File: src/rtl/addsub_pkg.sv
// Shared types and constants for the chunk-serial adder/subtractor.
// Saturation limits are built as wide vectors and sliced to WIDTH by users.
package addsub_pkg;

    typedef enum logic [1:0] {
        IDLE,
        RUN,
        DONE
    } state_t;

    localparam int MAXW = 64;

    function automatic int nch(input int w, input int c);
        return w / c;
    endfunction

    function automatic logic [MAXW-1:0] sat_pos(input int w);
        return (MAXW'(1) << (w - 1)) - MAXW'(1);
    endfunction

    function automatic logic [MAXW-1:0] sat_neg(input int w);
        return MAXW'(1) << (w - 1);
    endfunction

endpackage

File: src/rtl/addsub_seq_chunk_adder.sv
// CHUNK-bit ripple adder; cmsb is the carry into the top bit, used for
// signed overflow on the final chunk.
module chunk_adder #(
    parameter int CHUNK = 4
) (
    input  logic [CHUNK-1:0] a,
    input  logic [CHUNK-1:0] b,
    input  logic             cin,
    output logic [CHUNK-1:0] s,
    output logic             cout,
    output logic             cmsb
);

    logic [CHUNK:0] c;

    assign c[0] = cin;

    for (genvar i = 0; i < CHUNK; i++) begin : g_bit
        full_adder u_fa (
            .a    (a[i]),
            .b    (b[i]),
            .cin  (c[i]),
            .s    (s[i]),
            .cout (c[i+1])
        );
    end

    assign cout = c[CHUNK];
    assign cmsb = c[CHUNK-1];

endmodule

File: src/rtl/full_adder.sv
// Single-bit full adder cell.
module full_adder (
    input  logic a,
    input  logic b,
    input  logic cin,
    output logic s,
    output logic cout
);

    assign s    = a ^ b ^ cin;
    assign cout = (a & b) | (cin & (a ^ b));

endmodule

File: src/rtl/addsub_seq.sv
// Chunk-serial two's-complement add/subtract with valid/ready handshakes,
// signed-overflow flag and optional saturation.
module addsub_seq
    import addsub_pkg::*;
#(
    parameter int WIDTH = 16,
    parameter int CHUNK = 4
) (
    input  logic             clk,
    input  logic             rst,
    input  logic             in_valid,
    output logic             in_ready,
    input  logic [WIDTH-1:0] a,
    input  logic [WIDTH-1:0] b,
    input  logic             m,
    input  logic             sat,
    output logic             out_valid,
    input  logic             out_ready,
    output logic [WIDTH-1:0] sum,
    output logic             cout,
    output logic             v
);

    localparam int N = nch(WIDTH, CHUNK);
    localparam int CW = (N > 1) ? $clog2(N) : 1;
    localparam logic [CW-1:0] LAST = CW'(N - 1);
    localparam logic [MAXW-1:0] POSW = sat_pos(WIDTH);
    localparam logic [MAXW-1:0] NEGW = sat_neg(WIDTH);

    if (WIDTH < 2 || WIDTH > MAXW || CHUNK < 1 || (WIDTH % CHUNK) != 0) begin : g_bad
        $error("addsub_seq: illegal WIDTH/CHUNK combination");
    end

    state_t state, nstate;

    logic [CW-1:0]    cnt;
    logic [WIDTH-1:0] ra, rb, rsum;
    logic             rsat, rsign, carry, rcout, rv, ov;
    logic [CHUNK-1:0] cs;
    logic             cco, ccm;
    logic             accept;

    assign in_ready = (state == IDLE) & ~rst;
    assign accept   = in_valid & in_ready;

    chunk_adder #(.CHUNK(CHUNK)) u_add (
        .a    (ra[cnt*CHUNK +: CHUNK]),
        .b    (rb[cnt*CHUNK +: CHUNK]),
        .cin  (carry),
        .s    (cs),
        .cout (cco),
        .cmsb (ccm)
    );

    always_ff @(posedge clk) begin
        if (rst) state <= IDLE;
        else     state <= nstate;
    end

    always_comb begin
        nstate = state;
        unique case (state)
            IDLE:    if (accept) nstate = RUN;
            RUN:     if (cnt == LAST) nstate = DONE;
            DONE:    if (out_ready) nstate = IDLE;
            default: nstate = IDLE;
        endcase
    end

    always_ff @(posedge clk) begin
        if (rst) begin
            cnt   <= '0;
            ra    <= '0;
            rb    <= '0;
            rsum  <= '0;
            rsat  <= 1'b0;
            rsign <= 1'b0;
            carry <= 1'b0;
            rcout <= 1'b0;
            rv    <= 1'b0;
            ov    <= 1'b0;
        end else begin
            if (accept) begin
                ra    <= a;
                rb    <= b ^ {WIDTH{m}};
                rsat  <= sat;
                rsign <= a[WIDTH-1];
                carry <= m;
                cnt   <= '0;
                rsum  <= '0;
                rcout <= 1'b0;
                rv    <= 1'b0;
            end
            if (state == RUN) begin
                rsum[cnt*CHUNK +: CHUNK] <= cs;
                carry <= cco;
                cnt   <= cnt + CW'(1);
                if (cnt == LAST) begin
                    rcout <= cco;
                    rv    <= ccm ^ cco;
                    ov    <= 1'b1;
                    cnt   <= '0;
                end
            end
            if (ov && out_ready) ov <= 1'b0;
        end
    end

    // Saturation direction follows the sign of the latched A operand.
    assign sum = (rsat & rv) ? (rsign ? NEGW[WIDTH-1:0] : POSW[WIDTH-1:0]) : rsum;

    assign out_valid = ov;
    assign cout      = rcout;
    assign v         = rv;

endmodule
File: config.mk
export PLATFORM = sky130hd
export DESIGN_NAME = addsub_seq
export DESIGN_NICKNAME = d
export VERILOG_FILES = /design/src/rtl/addsub_pkg.sv /design/src/rtl/addsub_seq_chunk_adder.sv /design/src/rtl/full_adder.sv /design/src/rtl/addsub_seq.sv
export SDC_FILE = /design/constraint.sdc
export NUM_CORES = 1
export LEC_CHECK = 0
export BUFFER_PORTS_ARGS = -buffer_cell sky130_fd_sc_hd__buf_2
export CAP_MARGIN = 20
export CORE_MARGIN = 2
export CORE_UTILIZATION = 35
export DETAILED_ROUTE_END_ITERATION = 12
export PLACE_DENSITY = 0.53
export RECOVER_POWER = 25
export SETUP_SLACK_MARGIN = 0.5
export SYNTH_ARGS = -nofsm -noshare
export SYNTH_HDL_FRONTEND = slang
export SYNTH_SLANG_ARGS = --single-unit
File: constraint.sdc
create_clock -name clk -period 5.88 [get_ports clk]
set_clock_uncertainty 0.15 [all_clocks]
set_input_delay 0.294 -clock clk [delete_from_list [all_inputs] [get_ports clk]]
set_output_delay 0.294 -clock clk [all_outputs]
set_load 0.005 [all_outputs]
==> run summary, run 1 <==
FLOORPLANNING
-----------------------------------------------------------------------------------------------
Number of placed I/O pins                                                                    58
Horizontal extent of the die                                                           92.93 um
Core outline area                                                                      7687 um2
Chip Height                                                                            92.93 um
Number of cell rows                                                                          32
Area of the die                                                                        8635 um2
Initial core utilization                                                                 36.00%

SETUP PATH
-----------------------------------------------------------------------------------------------
Crit Path Category                                                                 flop to flop
Required time of the critical path                                                      5.95 ns
Endpoint type of the worst setup path                                                      flop
Highest net fanout along the worst path                                                      17
Critical Path Source Type                                                                  flop
Arrival time of the worst setup path                                                    3.70 ns

POWER
-----------------------------------------------------------------------------------------------
Share of total power in the clock network                                                 40.1%
Fraction of power consumed by combinational cells                                         11.9%
Pwr per Cell Area                                                                  267.4 nW/um2
Switching share of power                                                                 24.76%
Net switching power of the design                                                     0.2150 mW
Overall power after layout                                                            0.8683 mW
Maximum vdd ir drop                                                                   0.1175 mV
Sequential fraction of design power                                                       48.0%
Design internal power                                                                 0.6533 mW
Leakage component of the power                                                         1.386 nW

CLOCK TREE
-----------------------------------------------------------------------------------------------
Clock input transition at the sequential cells of the worst setup and hold paths        0.06 ns
Max clock buf depth                                                                           2
Resize count post-CTS                                                                         0
Clock buffer count from CTS                                                                   9
Clock Latency Late Sink                                                                 0.33 ns
Number of sinks on the clock net                                                             57
Total of hold buffers inserted after clock tree synthesis                                     0
Postcts setup bufs                                                                            0
Number of H-tree levels                                                                       3
TritonCTS clock tree                                                                        yes
Clock Root Buffer                                                                      clkbuf_8

STA
-----------------------------------------------------------------------------------------------
Actual slew at the worst max-slew pin                                                  2.303 ns
Rel. slew slack                                                                         -53.53%
Unrepaired setup endpoints after global routing                                           false
Final-report setup violation count                                                            0
Pins over their slew limit                                                                  104
Fraction of the cycle the final worst path needs                                         61.70%
Total Negative Setup Slacks                                                                0 ns
Shortest clock period the worst path allows after layout                               3.628 ns
Count of endpoints failing hold in the final timing report                                    0
Fmax                                                                                 0.2757 GHz

WORST HOLD PATH
-----------------------------------------------------------------------------------------------
Hold Crit Class                                                                    primary input to flop

ROUTING
-----------------------------------------------------------------------------------------------
Vias per std cell                                                                         4.722
Starting DRC count in detailed routing                                                       73
Overall routed net length                                                               6071 um
Average wire per standard cell                                                         13.70 um
Residual DRC                                                                                  0
Post-route ant nets                                                                           0
Detailed Routing Iterations Pass 1                                                            4
Total via count after detailed routing                                                     2092

FINAL LAYOUT
-----------------------------------------------------------------------------------------------
Most used cells in the layout excluding fill and tap cells                         dfxtp_1 (57), buf_2 (53), nand2_1 (38)
Area growth from synthesis to layout                                                     17.31%
Most frequent standard cell in the layout excluding fill and tap cells                  dfxtp_1
Number of fill cells in the layout                                                          826
Share of post-route cells with drive strength above 1                                    24.34%
Final-stage net count                                                                       386
Antenna diode instance count                                                                  0

OUTCOME
-----------------------------------------------------------------------------------------------
Failing checks                                                                     capacitance limit, slew limit
Run status                                                                         finished with violations

GRT
-----------------------------------------------------------------------------------------------
Leftover overflow at the end of global routing                                                0
Global-route wire length before repair                                                  9929 um
Initial antenna violation count                                                               0
Tot GR Track Use                                                                         14.89%
Maximum number of pins on one net before global-route repair                                 53
Via count of the first global-routing pass                                                 2056

YOSYS
-----------------------------------------------------------------------------------------------
Number of synthesized flops with an enable pin                                                0
Number of cells produced by synthesis                                                       289
Number of register bits inferred by synthesis                                                57
Post-synth net total                                                                        337
Dominant register cell in the synthesized netlist                                       dfxtp_1
Synthesis Warnings                                                                            0
Per-instance average area after synthesis                                             9.577 um2
Post-synth ARST share                                                                        0%
Synthesized cell area                                                                  2768 um2
Synth unique cells                                                                           34
Fraction of the yosys area taken by sequential cells                                     41.23%

PLACEMENT
-----------------------------------------------------------------------------------------------
Post-detailed-placement half-perimeter wirelength                                       4325 um
I/O Buffers                                                                                  57
Final Wtd Congestion                                                                     0.7889

FLOW RUN
-----------------------------------------------------------------------------------------------
Max-cap viol count                                                                            2

[critical path: stages, from the launching register on]
cell and delay, ns:
dfxtp_1 0.84, mux4_2 0.59, inv_1 0.09, fa_1 0.17, inv_1 0.05, fa_1 0.35
inv_1 0.09, fa_1 0.21, inv_1 0.06, fa_1 0.42, nor2b_1 0.18, a22o_1 0.33
[registers in the layout, indices dropped and copies added, names as in the netlist]
| register | cells |
|---|---|
| ra | 16 |
| carry | 1 |
| rsum | 16 |
| v | 1 |
| cnt | 2 |
| cout | 1 |
| state | 2 |
| out_valid | 1 |
| rsat | 1 |
| rb | 16 |
[cell usage after synthesis (2+ instances only)]
library cell | instances | share of area [%]
nand3_1 | 5 | 0.90
a21oi_1 | 24 | 4.3
fa_1 | 4 | 2.9
a211oi_1 | 16 | 4.3
xnor2_1 | 17 | 5.4
a22o_1 | 16 | 5.1
nand2_1 | 38 | 5.2
buf_2 | 9 | 1.6
inv_1 | 12 | 1.6
buf_1 | 2 | 0.27
mux4_2 | 8 | 6.5
nor3_1 | 3 | 0.54
mux2_2 | 6 | 2.4
clkbuf_1 | 7 | 0.95
a21o_1 | 15 | 4.1
ha_1 | 6 | 2.7
nor2_1 | 25 | 3.4
nor2b_1 | 3 | 0.68
dfxtp_1 | 57 | 41
buf_6 | 2 | 0.81
[kinds of logic (layout without fill, tap and decap cells)]
family / count (synthesis) / after routing / synth area share, %
AOI/OAI and AO/OA: 73 / 73 / 18.35
buffers and inverters: 32 / 84 / 5.289
DFF: 57 / 57 / 41.23
muxes: 15 / 15 / 9.313
and+or+nand+nor: 85 / 85 / 14.83
adders and majority gates: 10 / 10 / 5.606
xor gates and xnor gates: 17 / 17 / 5.380
[through the flow]
| stage | hold WS, ns | worst slack (ns) | util (%) | cell area (um2) | instances |
|---|---|---|---|---|---|
| after floorplan | 0.2800 | 2.658 | - | 2768 | 289 |
| after global placement | 0.2935 | 2.375 | 40.15 | 3087 | 429 |
| after detailed placement | 0.2974 | 2.270 | 40.15 | 3087 | 429 |
| after CTS | 0.02828 | 2.241 | 42.55 | 3271 | 443 |
| after global routing | 0.03603 | 1.966 | 42.24 | 3247 | 443 |
| final | 0.04217 | 2.252 | 42.24 | 3247 | 443 |
[power groups by stage]
stage / clock [mW] / combinational, mW / sequential, mW
after floorplan: 0 / 0.0795 / 0.417
after CTS: 0.359 / 0.105 / 0.417
after global placement: 0 / 0.103 / 0.426
after detailed placement: 0 / 0.105 / 0.426
after global routing: 0.383 / 0.116 / 0.419
final: 0.348 / 0.103 / 0.417
[worst paths after layout]
kind | start | to | slack, ns | cells past startpoint
setup / recovery | cnt[0]$_SDFFE_PP0P_ | rsum[7]$_SDFF_PP0_ | 2.25 | 11
hold / removal | a[14] | ra[14]$_SDFFE_PP0P_ | 0.04 | 3
setup reg to reg | cnt[0]$_SDFFE_PP0P_ | rsum[7]$_SDFF_PP0_ | 2.25 | 11
hold reg to reg | ra[3]$_SDFFE_PP0P_ | ra[3]$_SDFFE_PP0P_ | 0.31 | 2
[final cells by class]
cell class | instances | area [um2] | area share, %
Multi-Input combinational cell | 200 | 1465 | 45.13
Clock buffer | 11 | 141.4 | 4.355
Timing Repair Buffer | 58 | 284.0 | 8.748
Sequential cell | 57 | 1141 | 35.14
Inverter | 12 | 45.04 | 1.387
Tap cell | 102 | 127.6 | 3.931
Clock inverter | 3 | 42.54 | 1.310
[layer usage]
metal  GRT usage (%)  wire [um]  part of all wire [%]
met5               0          0                     0
met4           6.250         90                   1.5
met3           4.231        234                   3.9
met2           23.07       2811                    46
met1           19.45       2936                    48
Note: power is estimated with default switching activity, not from simulation.
==> inputs of run 2 (changes only) <==
Clock period 5.88 ns to 3.38 ns, I/O delays scaled along.
==> run 2 against run 1 <==
Effect of this change: the run now ends clean; maximum frequency up 24%; total power up 71%; cell area up 12%; register-to-register slack worse by 1.8 ns; combinational power up 120%; die area unchanged; sequential cell count unchanged; sequential share of layout area down 3.6 points; global-route usage up 1.1 points; critical path type unchanged; largest cell class unchanged.
==> run summary, run 2 (synthesis results as in run 1) <==
FINAL LAYOUT
-----------------------------------------------------------------------------------------------
Area growth from synthesis to layout                                                     30.97%
Largest registers                                                                  ra x16, rb x16, rsum x16
Filler-free cell count of the finished design                                               482   +8.8%
Most frequent standard cell in the layout excluding fill and tap cells                  dfxtp_1
Final std cell area, no fill                                                           3625 um2   +12%
Post-route core utilization                                                              47.15%   +4.9 points
Share of post-route cells with drive strength above 1                                    25.79%   +1.4 points
Storage cell area                                                                      1145 um2   +0.33%
Combined area of the multi-input logic cells                                           1490 um2   +1.7%
Final-stage net count                                                                       424   +9.8%
Number of fill cells in the layout                                                          752   -9.0%
Antenna diode instance count                                                                  0   unchanged
Most used cells in the layout excluding fill and tap cells                         dfxtp_1 (56), buf_2 (53), nand2_1 (38)

SETUP PATH
-----------------------------------------------------------------------------------------------
Endpoint of the most critical register-to-register path                            rsum[7]$_SDFF_PP0_
Cell with the largest stage delay on the worst path                                     dfxtp_1
Setup slack, reg-to-reg                                                                 0.45 ns   -1.80 ns
Critical Path Source Type                                                                  flop
Crit-path leading delay family                                                      adder cells
Worst reg2reg path startpoint                                                      cnt[1]$_SDFFE_PP0P_
Crit path cell chain                                                               mux4_2, inv_2, fa_2, inv_2, fa_2, inv_2, fa_2, inv_2, fa_2, nor2b_4, a22o_1
Crit Path Category                                                                 flop to flop
Required time of the critical path                                                      3.45 ns   -2.50 ns
Crit path capture                                                                  rsum[7]$_SDFF_PP0_
Delay of the slowest cell on the worst path                                             0.49 ns   -0.35 ns
Highest net fanout along the worst path                                                       7   -10
Critical path launch point                                                         cnt[1]$_SDFFE_PP0P_
Endpoint type of the worst setup path                                                      flop
Buffering stage count on the worst path with inverters included                               4   unchanged
Depth of the most critical reg-to-reg path                                                   11   unchanged
Arrival time of the worst setup path                                                    3.00 ns   -0.70 ns
Logic depth of the worst path, buffers included                                              11   unchanged

FLOW RUN
-----------------------------------------------------------------------------------------------
Max-cap viol count                                                                            0   -2

STA
-----------------------------------------------------------------------------------------------
Unrepaired setup endpoints after global routing                                            true
Total Negative Setup Slacks                                                                0 ns   unchanged
Shortest clock period the worst path allows after layout                               2.932 ns   -0.6959 ns
Count of endpoints failing hold in the final timing report                                    0   unchanged
Fmax                                                                                 0.3411 GHz   +24%
Pins over their slew limit                                                                    0   -100%
Final-report setup violation count                                                            0   unchanged
Rel. slew slack                                                                          32.39%   +86 points
Fraction of the cycle the final worst path needs                                         86.74%   +25 points
Actual slew at the worst max-slew pin                                                  1.014 ns   -1.289 ns

CLOCK TREE
-----------------------------------------------------------------------------------------------
Number of H-tree levels                                                                       3   unchanged
Clock buffer count from CTS                                                                   9   unchanged
Clock input transition at the sequential cells of the worst setup and hold paths        0.06 ns   about the same
TritonCTS clock tree                                                                        yes
Number of sinks on the clock net                                                             57   unchanged
Max clock buf depth                                                                           2   unchanged
Clock Latency Late Sink                                                                 0.34 ns   about the same
Clock Root Buffer                                                                      clkbuf_8

POWER
-----------------------------------------------------------------------------------------------
Leakage component of the power                                                         1.546 nW   +12%
Pwr per Cell Area                                                                  409.8 nW/um2   +53%
Overall power after layout                                                             1.485 mW   +71%
Maximum vdd ir drop                                                                   0.2622 mV   +120%

PLACEMENT
-----------------------------------------------------------------------------------------------
Post-detailed-placement half-perimeter wirelength                                       4360 um   +0.80%
Post-placement cell count                                                                   430   +0.23%
Final Wtd Congestion                                                                     0.7855   -0.43%
I/O Buffers                                                                                  57   unchanged
Placement-stage cell area                                                              3115 um2   +0.93%

OUTCOME
-----------------------------------------------------------------------------------------------
Run status                                                                         finished clean

FLOORPLANNING
-----------------------------------------------------------------------------------------------
Chip Height                                                                            92.93 um   unchanged
Area of the die                                                                        8635 um2   unchanged
Initial core utilization                                                                 36.00%   unchanged
Number of placed I/O pins                                                                    58   unchanged
Horizontal extent of the die                                                           92.93 um   unchanged
Number of cell rows                                                                          32   unchanged
Core outline area                                                                      7687 um2   unchanged

GRT
-----------------------------------------------------------------------------------------------
Global-route wire length before repair                                                 10720 um   +7.9%
Via count of the first global-routing pass                                                 2245   +9.2%
Tot GR Track Use                                                                         15.95%   +1.1 points
Leftover overflow at the end of global routing                                                0   unchanged
Initial antenna violation count                                                               0   unchanged
Maximum number of pins on one net before global-route repair                                 53   unchanged

WORST HOLD PATH
-----------------------------------------------------------------------------------------------
Hold Crit Class                                                                    primary input to flop

ROUTING
-----------------------------------------------------------------------------------------------
Detailed Routing Iterations Pass 1                                                            4   unchanged
Starting DRC count in detailed routing                                                       73   unchanged
Overall routed net length                                                               6499 um   +7.0%
Residual DRC                                                                                  0   unchanged
Post-route ant nets                                                                           0   unchanged
Average wire per standard cell                                                         13.48 um   -1.6%
Vias per std cell                                                                         4.734   +0.26%
Total via count after detailed routing                                                     2282   +9.1%

==> run 2: cell count changes in the layout (fill, tap and decap cells not counted), sizes merged <==
| cell | previous run | this run |
|---|---|---|
| clkbuf | 16 | 17 |
| dlygate4sd3 | 0 | 34 |
| bufinv | 1 | 0 |
| clkinv | 1 | 2 |
| inv | 12 | 13 |
| clkinvlp | 1 | 0 |
| buf | 53 | 57 |
==> run 2: routing by layer <==
layer	up-vias	global-route usage (%)	wire (um)
met5	-	0	0
met4	0	6.127	87
met3	10	5.289	215
met2	44	24.64	3000
met1	1040	20.65	3196
li1	1188	-	-
==> run 2: power by group <==
| group | switching (mW) | internal [mW] | total, mW |
|---|---|---|---|
| clock | 0.263 | 0.280 | 0.543 |
| sequential | 0.0208 | 0.699 | 0.720 |
| combinational | 0.106 | 0.116 | 0.223 |
| total | 0.390 | 1.10 | 1.49 |
==> run 2: how the worst min path moves through the flow <==
stage,cells past startpoint,to,startpoint
4_1_cts,3,state[0]$_SDFFE_PP0P_,in_valid
2_1_floorplan,2,ra[0]$_SDFFE_PP0P_,a[0]
5_1_grt,3,state[0]$_SDFFE_PP0P_,in_valid
3_3_place_gp,3,ra[9]$_SDFFE_PP0P_,a[9]
6_report,3,state[0]$_SDFFE_PP0P_,in_valid
3_5_place_dp,3,ra[9]$_SDFFE_PP0P_,a[9]
==> run 2: layout make-up <==
type	count	share of cell area, %
Multi-Input combinational cell	200	41.11
Sequential cell	57	31.58
Tap cell	102	3.521
Clock inverter	3	0.4487
Inverter	12	1.243
Clock buffer	12	4.004
Timing Repair Buffer	96	18.09
==> run 2: worst reg2reg max path, cell delays in order, from the launching register on <==
cell	delay (ns)
dfxtp_1	0.49
mux4_2	0.27
inv_2	0.04
fa_2	0.34
inv_2	0.06
fa_2	0.19
inv_2	0.04
fa_2	0.34
inv_2	0.06
fa_2	0.42
nor2b_4	0.15
a22o_1	0.25
==> run 2: what timing repair did <==
| action | in CTS | in global routing |
|---|---|---|
| hold buffers | 34 | 0 |
| pin swaps | 3 | 3 |
| resized for setup | 2 | 2 |
| endpoints found under the setup margin | 11 | 5 |
| hold endpoints to repair | 35 | 0 |
| gates cloned | 0 | 0 |
| buffers inserted | 3 | 0 |
==> run 2: per-stage QoR <==
step | setup slack (ns) | hold slack (ns)
3_3_place_gp | 0.3664 | 0.2610
6_report | 0.4482 | 0.05843
3_5_place_dp | 0.2915 | 0.2645
2_1_floorplan | 0.4530 | 0.1550
5_1_grt | 0.3320 | 0.04286
4_1_cts | 0.4319 | 0.02945
==> inputs of run 3 (changes only) <==
Settings changed: CTS_BUF_LIST set to sky130_fd_sc_hd__clkbuf_4 sky130_fd_sc_hd__clkbuf_8, PLACE_DENSITY 0.53 to 0.55.
Clock period 3.38 ns to 2.5 ns, I/O delays scaled along.
==> run 3 against run 2 <==
Effect of this change: the run now ends with setup timing left; clock power rose by 64%; die area unchanged; total power increased by 48%; combinational power increased by 51%; via count grew 2.9%; register-to-register slack lost 0.80 ns; first-iteration DRC count is 34% higher; critical path type unchanged; count of clock-buffer cells in the layout unchanged; sequential power rose by 35%.
==> run summary, run 3 (synthesis results as in run 1) <==
ROUTING
-----------------------------------------------------------------------------------------------
Average wire per standard cell                                                         13.25 um   -1.7%
Overall routed net length                                                               6493 um   about the same
Post-route ant nets                                                                           0   unchanged
Residual DRC                                                                                  0   unchanged
Detailed Routing Iterations Pass 1                                                            4   unchanged
Total via count after detailed routing                                                     2349   +2.9%
Vias per std cell                                                                         4.794   +1.3%
Starting DRC count in detailed routing                                                       98   +34%

STA
-----------------------------------------------------------------------------------------------
Fmax                                                                                 0.3512 GHz   +3.0%
Final setup slack of the worst path                                                  -0.3470 ns   -0.7952 ns
Fraction of the cycle the final worst path needs                                         113.9%   +27 points
Final-report setup violation count                                                           11   +11
Actual slew at the worst max-slew pin                                                 0.9264 ns   -0.08778 ns
Hold slack                                                                          0.004819 ns   -0.05361 ns
Pins over their slew limit                                                                    0   unchanged
Rel. slew slack                                                                          38.24%   +5.9 points
Count of endpoints failing hold in the final timing report                                    0   unchanged
Shortest clock period the worst path allows after layout                               2.847 ns   -0.08483 ns
Unrepaired setup endpoints after global routing                                            true

FLOORPLANNING
-----------------------------------------------------------------------------------------------
Area of the die                                                                        8635 um2   unchanged
Number of placed I/O pins                                                                    58   unchanged
Number of cell rows                                                                          32   unchanged
Horizontal extent of the die                                                           92.93 um   unchanged
Chip Height                                                                            92.93 um   unchanged
Initial core utilization                                                                 36.00%   unchanged
Core outline area                                                                      7687 um2   unchanged

CLOCK TREE
-----------------------------------------------------------------------------------------------
Max clock buf depth                                                                           2   unchanged
Number of H-tree levels                                                                       3   unchanged
Clock Root Buffer                                                                      clkbuf_8
TritonCTS clock tree                                                                        yes
Clock Latency Late Sink                                                                 0.33 ns   about the same
Clock buffer count from CTS                                                                   9   unchanged
Number of sinks on the clock net                                                             57   unchanged
Clock input transition at the sequential cells of the worst setup and hold paths        0.07 ns   about the same

FINAL LAYOUT
-----------------------------------------------------------------------------------------------
Most used cells in the layout excluding fill and tap cells                         buf_2 (55), dfxtp_1 (54), nand2_1 (37)
Final std cell area, no fill                                                           3795 um2   +4.7%
Largest registers                                                                  ra x16, rb x16, rsum x16
Number of fill cells in the layout                                                          755   +0.40%
Combined area of the multi-input logic cells                                           1538 um2   +3.2%
Antenna diode instance count                                                                  0   unchanged
Filler-free cell count of the finished design                                               490   +1.7%
Most frequent standard cell in the layout excluding fill and tap cells                    buf_2
Area growth from synthesis to layout                                                     37.12%
Share of post-route cells with drive strength above 1                                    31.44%   +5.7 points
Storage cell area                                                                      1147 um2   +0.22%
Final-stage net count                                                                       431   +1.7%

SETUP PATH
-----------------------------------------------------------------------------------------------
Required time of the critical path                                                      2.63 ns   -0.82 ns
Crit path cell chain                                                               mux4_2, inv_2, fa_2, inv_2, fa_2, inv_2, fa_2, inv_2, fa_2, nor2b_4, a22o_1
Crit Path Category                                                                 flop to flop
Endpoint type of the worst setup path                                                      flop
Worst reg2reg path startpoint                                                      cnt[0]$_SDFFE_PP0P_
Delay of the slowest cell on the worst path                                             0.51 ns   +0.02 ns
Endpoint of the most critical register-to-register path                            rsum[3]$_SDFF_PP0_
Highest net fanout along the worst path                                                       4   -3
Arrival time of the worst setup path                                                    2.97 ns   -0.03 ns
Setup slack, reg-to-reg                                                                -0.35 ns   -0.80 ns
Cell with the largest stage delay on the worst path                                      mux4_2
Critical Path Source Type                                                                  flop
Depth of the most critical reg-to-reg path                                                   11   unchanged

POWER
-----------------------------------------------------------------------------------------------
Fraction of power consumed by combinational cells                                         15.3%   +0.3 points
Overall power after layout                                                             2.198 mW   +48%
Share of total power in the clock network                                                 40.6%   +4.1 points
Switching share of power                                                                 24.98%   -1.3 points
Maximum vdd ir drop                                                                   0.3051 mV   +16%
Net switching power of the design                                                     0.5491 mW   +41%
Sequential fraction of design power                                                       44.1%   -4.4 points
Design internal power                                                                  1.649 mW   +51%
Leakage component of the power                                                         1.615 nW   +4.5%
Pwr per Cell Area                                                                  579.2 nW/um2   +41%

OUTCOME
-----------------------------------------------------------------------------------------------
Failing checks                                                                     setup timing
Run status                                                                         finished with violations

PLACEMENT
-----------------------------------------------------------------------------------------------
Final Wtd Congestion                                                                     0.7684   -2.2%
Placement-stage cell area                                                              3213 um2   +3.1%
Post-detailed-placement half-perimeter wirelength                                       4427 um   +1.5%
Post-placement cell count                                                                   440   +2.3%
I/O Buffers                                                                                  57   unchanged
Dpl ws                                                                               -0.3625 ns   -0.6540 ns

FLOW RUN
-----------------------------------------------------------------------------------------------
Max-cap viol count                                                                            0   unchanged

WORST HOLD PATH
-----------------------------------------------------------------------------------------------
Hold worst-path end                                                                rb[4]$_SDFFE_PP0P_
HP Start                                                                                    rst
Hold Crit Class                                                                    primary input to flop
Number of instances on the worst hold path                                                    2   -1

GRT
-----------------------------------------------------------------------------------------------
Tot GR Track Use                                                                         16.23%   +0.28 points
Global-route wire length before repair                                                 10900 um   +1.7%
Maximum number of pins on one net before global-route repair                                 51   -3.8%
Initial antenna violation count                                                               0   unchanged
Via count of the first global-routing pass                                                 2362   +5.2%
Leftover overflow at the end of global routing                                                0   unchanged

-- run 3: changes by cell type in the layout (fill, tap and decap cells not counted), sizes merged --
cell	before	now
clkinvlp	0	1
bufinv	0	1
inv	13	12
clkbuf	17	15
buf	57	66
-- run 3: layout make-up --
cell class | count | share of cell area, %
Multi-Input combinational cell | 200 | 40.52
Tap cell | 102 | 3.363
Timing Repair Buffer | 103 | 19.16
Inverter | 12 | 1.187
Sequential cell | 57 | 30.23
Clock buffer | 12 | 4.187
Clock inverter | 4 | 1.352
-- run 3: metal layers --
layer / vias to the layer above / global-route usage, % / wire length, um
met2: 51 / 27.72 / 3147
li1: 1204 / - / -
met4: 0 / 5.882 / 62
met1: 1087 / 19.71 / 3042
met5: - / 0 / 0
met3: 7 / 4.150 / 241
-- run 3: per-stage QoR --
stage	utilization (%)	TNS (ns)
final	49.37	-2.020
after global placement	41.80	-1.879
after floorplan	-	-3.079
after CTS	49.56	-2.189
after global routing	49.37	-3.548
after detailed placement	41.80	-2.305
-- run 3: repair_timing --
item / 4_1_cts / 5_1_grt
hold buffers: 34 / 0
gates resized for setup: 11 / 5
pin swaps: 6 / 3
endpoints found under the setup margin: 17 / 32
endpoints found under the hold margin: 35 / 0
setup buffers: 0 / 0
-- run 3: power by group through the flow --
stage | registers [mW] | logic [mW] | clock network (mW)
6_report | 0.970 | 0.336 | 0.892
3_5_place_dp | 0.991 | 0.282 | 0
4_1_cts | 0.971 | 0.339 | 0.915
2_1_floorplan | 0.981 | 0.202 | 0
5_1_grt | 0.975 | 0.370 | 0.962
3_3_place_gp | 0.990 | 0.281 | 0
-- run 3: worst max path at each step --
stage,from,end,slack [ns],depth (start not counted)
after floorplan,cnt[0]$_SDFFE_PP0P_,rsum[11]$_SDFF_PP0_,-0.43,12
after global placement,cnt[0]$_SDFFE_PP0P_,rsum[7]$_SDFF_PP0_,-0.30,11
after detailed placement,cnt[0]$_SDFFE_PP0P_,rsum[3]$_SDFF_PP0_,-0.36,11
after CTS,cnt[0]$_SDFFE_PP0P_,rsum[3]$_SDFF_PP0_,-0.37,11
after global routing,cnt[0]$_SDFFE_PP0P_,rsum[7]$_SDFF_PP0_,-0.47,11
final,cnt[0]$_SDFFE_PP0P_,rsum[3]$_SDFF_PP0_,-0.35,11
-- run 3: critical path, delay by kind of cell (launching register included) --
family	cells	cell delay (ns)
flops	1	0.37
compound gates	1	0.16
simple gates	1	0.17
mux	1	0.51
buf+inv	4	0.22
fa+ha+maj	4	1.22
